$ cat src/rtl/cluster_periph_router_pkg.sv
// Shared slot map and tag constants for the cluster peripheral request router.
package cluster_periph_router_pkg;

  localparam int NB_SPERIPHS = 10;

  localparam int SPER_EOC_ID         = 0;
  localparam int SPER_TIMER_ID       = 1;
  localparam int SPER_EVENT_U_ID     = 2;
  localparam int SPER_RSVD_ID        = 3;
  localparam int SPER_HWPE_ID        = 4;
  localparam int SPER_ICACHE_CTRL_ID = 5;
  localparam int SPER_DMA_CL_ID      = 6;
  localparam int SPER_DMA_FC_ID      = 7;
  localparam int SPER_JPEG_ID        = 8;
  localparam int SPER_EXT_ID         = 9;

  localparam int SPER_IDX_LSB = 10;
  localparam int SPER_IDX_W   = 4;

  typedef logic [SPER_IDX_W-1:0] sper_idx_t;

  localparam sper_idx_t ERR_TAG = 4'hF;

  // Slot 3 and everything past the last slave fall to the error responder.
  function automatic logic is_mapped(input sper_idx_t idx);
    return (32'(idx) < NB_SPERIPHS) && (32'(idx) != SPER_RSVD_ID);
  endfunction

endpackage

$ cat src/rtl/cluster_periph_order_fifo.sv
// In-flight tag FIFO: remembers which slave (or the error responder) owes each response, in issue order.
module cluster_periph_order_fifo #(
  parameter int DEPTH = 4,
  parameter int TAG_W = 4
) (
  input  logic                   clk_i,
  input  logic                   rst_i,
  input  logic                   push_i,
  input  logic [TAG_W-1:0]       tag_i,
  input  logic                   pop_i,
  output logic [TAG_W-1:0]       head_o,
  output logic [TAG_W-1:0]       head_nxt_o,
  output logic                   full_o,
  output logic                   empty_o,
  output logic                   empty_nxt_o,
  output logic [$clog2(DEPTH):0] count_o
);

  localparam int PTR_W = $clog2(DEPTH);

  logic [TAG_W-1:0] mem [DEPTH];
  logic [PTR_W-1:0] rd_ptr, wr_ptr, rd_ptr_inc;
  logic [PTR_W:0]   count, count_nxt;
  logic             do_push, do_pop;

  assign rd_ptr_inc = rd_ptr + PTR_W'(1);
  assign do_pop     = pop_i && (count != '0);
  // DEPTH is a power of two, so the count MSB alone flags full; a same-cycle pop frees a slot.
  assign do_push    = push_i && (!count[PTR_W] || do_pop);

  always_comb begin
    count_nxt = count;
    case ({do_push, do_pop})
      2'b10:   count_nxt = count + (PTR_W+1)'(1);
      2'b01:   count_nxt = count - (PTR_W+1)'(1);
      default: count_nxt = count;
    endcase
  end

  // The pushed tag becomes the next head only when it will be the sole entry.
  always_comb begin
    head_nxt_o = do_pop ? mem[rd_ptr_inc] : mem[rd_ptr];
    if (do_push && (count_nxt == (PTR_W+1)'(1))) head_nxt_o = tag_i;
  end

  always_ff @(posedge clk_i) begin
    if (rst_i) begin
      rd_ptr <= '0;
      wr_ptr <= '0;
      count  <= '0;
    end else begin
      if (do_push) wr_ptr <= wr_ptr + PTR_W'(1);
      if (do_pop)  rd_ptr <= rd_ptr_inc;
      count <= count_nxt;
    end
  end

  always_ff @(posedge clk_i) begin
    if (do_push) mem[wr_ptr] <= tag_i;
  end

  assign head_o      = mem[rd_ptr];
  assign full_o      = count[PTR_W];
  assign empty_o     = (count == '0);
  assign empty_nxt_o = (count_nxt == '0);
  assign count_o     = count;

endmodule

$ cat src/rtl/cluster_periph_router.sv
// Routes one core-side periph request port to the cluster peripheral slaves, returning responses in order.
module cluster_periph_router
  import cluster_periph_router_pkg::*;
#(
  parameter int          ADDR_WIDTH      = 32,
  parameter int          DATA_WIDTH      = 32,
  parameter int          MAX_OUTSTANDING = 4,
  parameter logic [31:0] ERR_RDATA       = 32'hBADACCE5
) (
  input  logic                              clk_i,
  input  logic                              rst_i,
  input  logic                              m_req_i,
  output logic                              m_gnt_o,
  input  logic [ADDR_WIDTH-1:0]             m_add_i,
  input  logic                              m_wen_i,
  input  logic [DATA_WIDTH/8-1:0]           m_be_i,
  input  logic [DATA_WIDTH-1:0]             m_wdata_i,
  output logic                              m_r_valid_o,
  output logic [DATA_WIDTH-1:0]             m_r_rdata_o,
  output logic                              m_r_opc_o,
  output logic [NB_SPERIPHS-1:0]            s_req_o,
  input  logic [NB_SPERIPHS-1:0]            s_gnt_i,
  output logic [ADDR_WIDTH-1:0]             s_add_o,
  output logic                              s_wen_o,
  output logic [DATA_WIDTH/8-1:0]           s_be_o,
  output logic [DATA_WIDTH-1:0]             s_wdata_o,
  input  logic [NB_SPERIPHS-1:0]            s_r_valid_i,
  input  logic [NB_SPERIPHS*DATA_WIDTH-1:0] s_r_rdata_i,
  input  logic [NB_SPERIPHS-1:0]            s_r_opc_i
);

  localparam int CNT_W = $clog2(MAX_OUTSTANDING) + 1;

  sper_idx_t              req_idx, last_idx, push_tag, head_tag, head_nxt;
  logic                   req_mapped, order_block, full_eff, fwd;
  logic                   push, pop, head_rsp_vld, err_pending;
  logic                   fifo_full, fifo_empty, fifo_empty_nxt;
  logic [CNT_W-1:0]       count;
  logic [NB_SPERIPHS-1:0] head_oh;

  assign req_idx    = m_add_i[SPER_IDX_LSB +: SPER_IDX_W];
  assign req_mapped = is_mapped(req_idx);
  assign push_tag   = req_mapped ? req_idx : ERR_TAG;

  always_comb begin
    head_oh = '0;
    if (!fifo_empty && (head_tag != ERR_TAG)) head_oh = NB_SPERIPHS'(1) << head_tag;
  end

  assign head_rsp_vld = |(s_r_valid_i & head_oh);
  assign pop          = err_pending || head_rsp_vld;

  // Requests stay on one target while anything is in flight so responses cannot overtake each other.
  assign order_block = (count != '0) && (req_idx != last_idx);
  assign full_eff    = fifo_full && !pop;
  assign fwd         = m_req_i && !full_eff && !order_block;

  always_comb begin
    s_req_o = '0;
    if (fwd && req_mapped) s_req_o = NB_SPERIPHS'(1) << req_idx;
  end

  assign m_gnt_o = req_mapped ? |(s_req_o & s_gnt_i) : fwd;
  assign push    = m_gnt_o;

  assign s_add_o   = m_add_i;
  assign s_wen_o   = m_wen_i;
  assign s_be_o    = m_be_i;
  assign s_wdata_o = m_wdata_i;

  cluster_periph_order_fifo #(
    .DEPTH (MAX_OUTSTANDING),
    .TAG_W (SPER_IDX_W)
  ) u_order_fifo (
    .clk_i       (clk_i),
    .rst_i       (rst_i),
    .push_i      (push),
    .tag_i       (push_tag),
    .pop_i       (pop),
    .head_o      (head_tag),
    .head_nxt_o  (head_nxt),
    .full_o      (fifo_full),
    .empty_o     (fifo_empty),
    .empty_nxt_o (fifo_empty_nxt),
    .count_o     (count)
  );

  // err_pending is high exactly while an ERR tag sits at the FIFO head.
  always_ff @(posedge clk_i) begin
    if (rst_i) begin
      err_pending <= 1'b0;
      last_idx    <= '0;
    end else begin
      err_pending <= !fifo_empty_nxt && (head_nxt == ERR_TAG);
      if (push) last_idx <= req_idx;
    end
  end

  always_comb begin
    m_r_rdata_o = '0;
    m_r_opc_o   = 1'b0;
    if (err_pending) begin
      m_r_rdata_o = DATA_WIDTH'(ERR_RDATA);
      m_r_opc_o   = 1'b1;
    end else begin
      for (int i = 0; i < NB_SPERIPHS; i++) begin
        if (head_oh[i] && s_r_valid_i[i]) begin
          m_r_rdata_o = s_r_rdata_i[i*DATA_WIDTH +: DATA_WIDTH];
          m_r_opc_o   = s_r_opc_i[i];
        end
      end
    end
  end

  assign m_r_valid_o = pop;

  always_ff @(posedge clk_i) begin
    if (!rst_i && !fifo_empty)
      assert ((s_r_valid_i & ~head_oh) == '0)
        else $error("response valid from a slave that is not at the order FIFO head");
  end

endmodule

$ cat config.mk
export PLATFORM = sky130hd
export DESIGN_NAME = cluster_periph_router
export DESIGN_NICKNAME = d
export VERILOG_FILES = /design/src/rtl/cluster_periph_router_pkg.sv /design/src/rtl/cluster_periph_order_fifo.sv /design/src/rtl/cluster_periph_router.sv
export SDC_FILE = /design/constraint.sdc
export NUM_CORES = 1
export LEC_CHECK = 0
export ABC_AREA = 1
export CAP_MARGIN = 0
export CORE_AREA = 8 8 202 204
export CTS_CLUSTER_DIAMETER = 50
export DETAILED_ROUTE_END_ITERATION = 8
export DIE_AREA = 0 0 210 212
export GPL_TIMING_DRIVEN = 0
export PLACE_DENSITY_LB_ADDON = 0.15
export SETUP_SLACK_MARGIN = 0.1
export SLEW_MARGIN = 20
export SYNTH_ARGS = -nofsm -noshare
export SYNTH_HDL_FRONTEND = slang
export SYNTH_HIERARCHICAL = 1
export SYNTH_SLANG_ARGS = --single-unit
export TNS_END_PERCENT = 10
$ cat constraint.sdc
create_clock -name clk_i -period 4.5 [get_ports clk_i]
set_input_delay 0.9 -clock clk_i [delete_from_list [all_inputs] [get_ports clk_i]]
set_output_delay 0.9 -clock clk_i [all_outputs]
set_load 0.02 [all_outputs]
Word level (Yosys, flattened, before mapping):

Memories as Yosys holds them, arrays and structs flattened. A register that Yosys moved wholly into a read port is not among the register bits.
Index checks and enable logic that the tools add are counted.

* add/sub/neg operators: 4
* order comparisons: 1
* eq/ne operators: 7
* shifts and indexed selects: 2
* mux-type cells: 33
* bitwise gates (word level): 2
* reduce and logical (&&, ||, !) cells: 34

Operators by type and width (number)
* $mux W32: 11
* $logic_and A1 B1 Y1: 21
* $and A10 B10 Y10: 2
* $mux W10: 2
* $reduce_or A10 Y1: 2
* $shl A1 B4 Y10 const A: 2
* $mux W1: 14
* $mux W4: 3
* $logic_not A1 Y1: 6
* $logic_not A3 Y1: 2
* $pmux W3 S2: 1
* $add A2 B1 Y2 const B: 2
* $eq A4 B4 Y1 const B: 1
* $lt A4 B4 Y1 const B: 1
* $mux W2: 2
* $ne A4 B2 Y1 const B: 1
* $ne A4 B4 Y1: 1
* $ne A4 B4 Y1 const B: 1
* $add A3 B1 Y3 const B: 1
* $eq A3 B1 Y1 const B: 1
* $reduce_bool A3 Y1: 1
* $sub A3 B1 Y3 const B: 1
* $eq A2 B1 Y1 const B: 1
* $eq A2 B2 Y1 const B: 1
* $logic_or A1 B1 Y1: 2

* register bits: 12
* bits in writable memories: 16
* output and inout bits: 114
* memories kept: 1

Memory list
* u_order_fifo.mem: words 4, bits a word 4, read ports 2, clocked after Yosys merged registers in 1, write ports 1, line cluster_periph_order_fifo.sv:21 `logic [TAG_W-1:0] mem [DEPTH];`

Logic depth before layout (Yosys ltp):

* depth after elaboration: 25
* gate-level depth with buffers: 35

Hierarchy:

The synthesis kept the hierarchy.

By module, submodules not included
* cluster_periph_router: instances 1, cells each 724, area each 3673.5 um2, sequential area each 100.1 um2
* cluster_periph_order_fifo: instances 1, cells each 184, area each 1477.7 um2, sequential area each 660.6 um2

Worst setup path before layout:

No wires, ideal clock.

* path kind: register to register
* start: register (tool-made name)
* end: register err_pending
* arrival time: 4.020 ns
* data required time: 4.422 ns
* slack: 0.403 ns
* cell stages (with the launch flop): 35
* path buffers: 3
* period minus slack after synthesis: 4.097 ns
* cell sequence: dfxtp_1 -> buf_2 -> inv_2 -> nand2_1 -> nand3_1 -> and2_1 -> buf_2 -> nand2_1 -> o21ai_2 -> inv_2 -> buf_6 -> nand2_4 -> nand2_2 -> nor2_4 -> nand3_4 -> nand2_4 -> nor2_4 -> nand2_2 -> inv_2 -> nor2_1 -> nand2_1 -> o21ai_2 -> inv_1 -> o21ai_4 -> ha_1 -> inv_1 -> fa_1 -> nand2_1 -> nand2_2 -> nand2_2 -> nor2_4 -> nand4_1 -> nand2_1 -> nand4_1 -> nor3_1

RTL lines
* to (signal assigned): line cluster_periph_router.sv:94 `err_pending <= !fifo_empty_nxt && (head_nxt == ERR_TAG);`
* to (decl): line cluster_periph_router.sv:36 `logic push, pop, head_rsp_vld, err_pending;`

==> report_table.html <==
<table>
<tr><th>Metric</th><th>Value</th></tr>
<tr><th colspan="2">Run status</th></tr>
<tr><td>Status</td><td>completed</td></tr>
<tr><th colspan="2">Synthesis</th></tr>
<tr><td>Post-Synthesis Cells</td><td>between 900 and 1000</td></tr>
<tr><td>Flip-flop and latch count after synthesis</td><td>30</td></tr>
<tr><td>Share of the synthesized area in the top cell type</td><td>between 20% and 30%</td></tr>
<tr><td>Dominant cells by area after synthesis</td><td>sky130_fd_sc_hd__nand2_1, sky130_fd_sc_hd__buf_4, sky130_fd_sc_hd__edfxtp_1</td></tr>
<tr><td>Distinct cells, synth</td><td>40</td></tr>
<tr><td>Cell accounting for the most synthesized area</td><td>sky130_fd_sc_hd__nand2_1</td></tr>
<tr><td>Synthesized area divided by synthesized cell count</td><td>roughly 5.7 µm²</td></tr>
<tr><td>Part of the Yosys area used for sequential elements</td><td>14.8%</td></tr>
<tr><td>Total number of yosys warnings</td><td>6</td></tr>
<tr><td>Post-synthesis net count</td><td>approximately 1300</td></tr>
<tr><td>Area of the mapped netlist</td><td>between 5000 and 6000 µm²</td></tr>
<tr><th colspan="2">Power</th></tr>
<tr><td>Leakage power total</td><td>4.85 nW</td></tr>
<tr><td>IR drop worst, VDD</td><td>between 0.00015 and 0.0002 V</td></tr>
<tr><td>Pwr per Cell Area</td><td>325 nW/µm²</td></tr>
<tr><th colspan="2">Clock network</th></tr>
<tr><td>H-tree levels</td><td>2</td></tr>
<tr><td>Maximum buffer depth of the clock tree</td><td>2</td></tr>
<tr><td>TritonCTS clock tree</td><td>done</td></tr>
<tr><td>Number of sinks handled by clock tree synthesis</td><td>30</td></tr>
<tr><td>Clock slew seen by the registers of the worst setup and hold paths</td><td>~50 ps</td></tr>
<tr><td>Number of clock buffers inserted by TritonCTS</td><td>5</td></tr>
<tr><td>Clock root buffer master</td><td>sky130_fd_sc_hd__clkbuf_16</td></tr>
<tr><td>Clock latency reported for the late side of the worst-skew pair</td><td>roughly 270 ps</td></tr>
<tr><th colspan="2">Detailed routing</th></tr>
<tr><td>Post-detailed-routing wire length</td><td>~46000 µm</td></tr>
<tr><td>Average wire per cell in the routed design</td><td>23.7 µm</td></tr>
<tr><td>Remaining antenna violation count</td><td>0</td></tr>
<tr><td>Number of violations reported at the end of detailed-routing iteration 0</td><td>510</td></tr>
<tr><td>DRC Markers</td><td>0</td></tr>
<tr><td>Total vias in the final route</td><td>roughly 8000</td></tr>
<tr><td>Number of vias per cell</td><td>about 4.2</td></tr>
<tr><td>Iteration count of the initial detailed-routing pass</td><td>5</td></tr>
<tr><th colspan="2">Place</th></tr>
<tr><td>DPL Wire Length</td><td>between 30000 and 40000 µm</td></tr>
<tr><td>Pre-CTS WS</td><td>-841 ps</td></tr>
<tr><td>Number of placed instances with taps included</td><td>1891</td></tr>
<tr><td>Last weighted congestion value of the routability-driven placer</td><td>around 0.90</td></tr>
<tr><td>Port Buffer Count</td><td>~470</td></tr>
<tr><th colspan="2">Die</th></tr>
<tr><td>Standard-cell rows</td><td>72</td></tr>
<tr><td>Total I/O pin count</td><td>about 540</td></tr>
<tr><td>Floorplan core area</td><td>37900 µm²</td></tr>
<tr><td>Height of the chip</td><td>roughly 210 µm</td></tr>
<tr><td>Die span in x</td><td>210 µm</td></tr>
<tr><td>Effective utilization at floorplan</td><td>around 14%</td></tr>
<tr><td>Total die area</td><td>44500 µm²</td></tr>
<tr><th colspan="2">Global route</th></tr>
<tr><td>Overall routing resource usage</td><td>about a fifth</td></tr>
<tr><td>Global-route congestion overflow total</td><td>0</td></tr>
<tr><td>First-pass GRT wire length</td><td>roughly 61000 µm</td></tr>
<tr><td>Maximum number of pins on one net before global-route repair</td><td>11</td></tr>
<tr><td>Number of antenna violations at the first check in global routing</td><td>30</td></tr>
<tr><td>Via count of the first global-routing pass</td><td>8022</td></tr>
<tr><th colspan="2">STA</th></tr>
<tr><td>RSZ-0062 raised after global routing</td><td>true</td></tr>
<tr><td>Final number of max-transition violations</td><td>0</td></tr>
<tr><td>Maximum clock frequency</td><td>0.230 GHz</td></tr>
<tr><td>Final setup slack of the worst path</td><td>approximately 150 ps</td></tr>
<tr><td>Number of setup violations in the final report</td><td>0</td></tr>
<tr><td>Final setup skew</td><td>around 4.4 ps</td></tr>
<tr><td>Worst hold slack after final layout</td><td>531 ps</td></tr>
<tr><td>Post-route clock period utilization</td><td>between 90% and 100%</td></tr>
<tr><td>Worst-Margin Slew</td><td>around 850 ps</td></tr>
<tr><td>Final hold vios</td><td>0</td></tr>
<tr><td>Worst slew slack as a fraction of its limit</td><td>between 40% and 50%</td></tr>
<tr><td>Post-layout min period</td><td>4350 ps</td></tr>
<tr><th colspan="2">Critical path</th></tr>
<tr><td>Crit. End Element</td><td>flip-flop</td></tr>
<tr><td>Critical Path Slowest Stage Cell</td><td>sky130_fd_sc_hd__fa_1</td></tr>
<tr><td>Required time worst endpoint</td><td>between 4000 and 5000 ps</td></tr>
<tr><td>Critical path arrival</td><td>roughly 4600 ps</td></tr>
<tr><td>Critical Path Start Type</td><td>flip-flop</td></tr>
<tr><td>Maximum fanout encountered on the critical timing path</td><td>8</td></tr>
<tr><td>Delay of the slowest critical-path stage</td><td>~470 ps</td></tr>
<tr><td>Critical path type</td><td>flip-flop to flip-flop</td></tr>
<tr><th colspan="2">Final layout</th></tr>
<tr><td>Highest-count cells in the layout ignoring fill and taps</td><td>sky130_fd_sc_hd__clkdlybuf4s50_1, sky130_fd_sc_hd__nand2_1, sky130_fd_sc_hd__buf_4, sky130_fd_sc_hd__nand3_1, sky130_fd_sc_hd__inv_1</td></tr>
<tr><td>Fill cell total of the finished layout</td><td>slightly above 4000</td></tr>
<tr><td>Area of combinational cells with multiple inputs</td><td>around 3700 µm²</td></tr>
<tr><td>Number of nets in the final layout</td><td>1829</td></tr>
<tr><td>Share of post-route cells with drive strength above 1</td><td>approximately 18%</td></tr>
<tr><td>Non-filler cells, final</td><td>1941</td></tr>
<tr><td>Fin util</td><td>just under 30%</td></tr>
<tr><td>Most common cell after layout, fill and taps aside</td><td>sky130_fd_sc_hd__clkdlybuf4s50_1</td></tr>
<tr><td>Combined flip-flop and latch cell area</td><td>roughly 760 µm²</td></tr>
<tr><td>P&amp;R area growth vs syn</td><td>117%</td></tr>
<tr><th colspan="2">Min path</th></tr>
<tr><td>Path type of the worst min-delay path</td><td>flip-flop to flip-flop</td></tr>
<tr><th colspan="2">Flow run</th></tr>
<tr><td>Number of maximum-capacitance constraint violations</td><td>0</td></tr>
</table>
## synthesized netlist by cell type (all sizes together)
cell type,number
nand2,330
fa,1
buf,80
o2111ai,13
inv,68
a31oi,5
nor3,10
o21ai,41
nand4,39
a211o,2
nand3,92
edfxtp,16
a21boi,1
a21oi,60
o22ai,2
clkbuf,35
xnor2,4
or2,6
or3,1
conb,1
ha,5
and2,5
a221oi,11
a211oi,7
nor2,59
dfxtp,14
## cell type report
class	instances	share of cell area, %
Buffer	115	7.35
Tap cell	518	5.79
Clock buffer	5	1.12
Sequential cell	30	6.82
Timing Repair Buffer	486	42.7
Inverter	68	2.42
Multi-Input combinational cell	695	33.0
Antenna cell	21	0.470
Clock inverter	3	0.358
## per-layer routing
layer | track usage, % | up-vias | wire length, µm
met5 | 0 | - | 127
met2 | 32.6 | 354 | 23300
met3 | 6.35 | 47 | 4330
met1 | 22.2 | 3748 | 17600
li1 | - | 3967 | -
met4 | 6.15 | 18 | 689
## logic make-up after synthesis
| family | synth area share (%) |
|---|---|
| and+or+nand+nor | 47.1 |
| buffers and inverters | 19.1 |
| AOI/OAI and AO/OA | 16.7 |
| DFF | 14.8 |
| adders and majority gates | 1.60 |
| xor gates and xnor gates | 0.680 |
| other | 0.0728 |
## where the power goes
part	switching, mW	total [mW]	internal [mW]
Combinational	1.65	2.87	1.22
Clock	0.112	0.370	0.258
Sequential	0.0488	0.399	0.350
## worst paths after layout
| kind | start | end | slack [ps] | cells after the start |
|---|---|---|---|---|
| worst max-delay path | flip-flop | err_pending$_SDFF_PP0_ | 150 | 32 |
| worst max register to register | flip-flop | err_pending$_SDFF_PP0_ | 150 | 32 |
| worst min register to register | u_order_fifo/wr_ptr[1]$_SDFFE_PP0P_ | u_order_fifo/wr_ptr[1]$_SDFFE_PP0P_ | 530 | 2 |
| worst min-delay path | u_order_fifo/wr_ptr[1]$_SDFFE_PP0P_ | u_order_fifo/wr_ptr[1]$_SDFFE_PP0P_ | 530 | 2 |
## critical path: cells and delay by family (launching register included)
kind                       cells  cell delay [ps]
AOI/OAI and AO/OA              4              430
adders and majority gates      2              680
buffers and inverters          7              710
DFF                            1              330
and+or+nand+nor               19             2110
## flip-flops by register name, indices dropped and copies added (netlist names), named ones only
name	cells
last_idx	4
u_order_fifo/wr_ptr	2
u_order_fifo/rd_ptr	2
err_pending	1
u_order_fifo/mem	16
u_order_fifo/count_o	3
## per-stage QoR
stage / power [mW] / TNS (ps) / instance area (µm²)
floorplan: 1.85 / 0 / 5150
global placement: 3.08 / -21060 / 10500
detailed placement: 3.08 / -19990 / 10500
CTS: 3.43 / -133 / 10800
global route: 3.91 / -82.8 / 11200
finish: 3.64 / 0 / 11200
## repair_timing
action,in CTS,in global routing
buffers inserted,4,15
endpoints found under the setup margin,47,42
pin swaps,7,22
hold buffers,0,0
gates cloned,0,2
resized for setup,143,75
(Power assumes the default switching activity.)
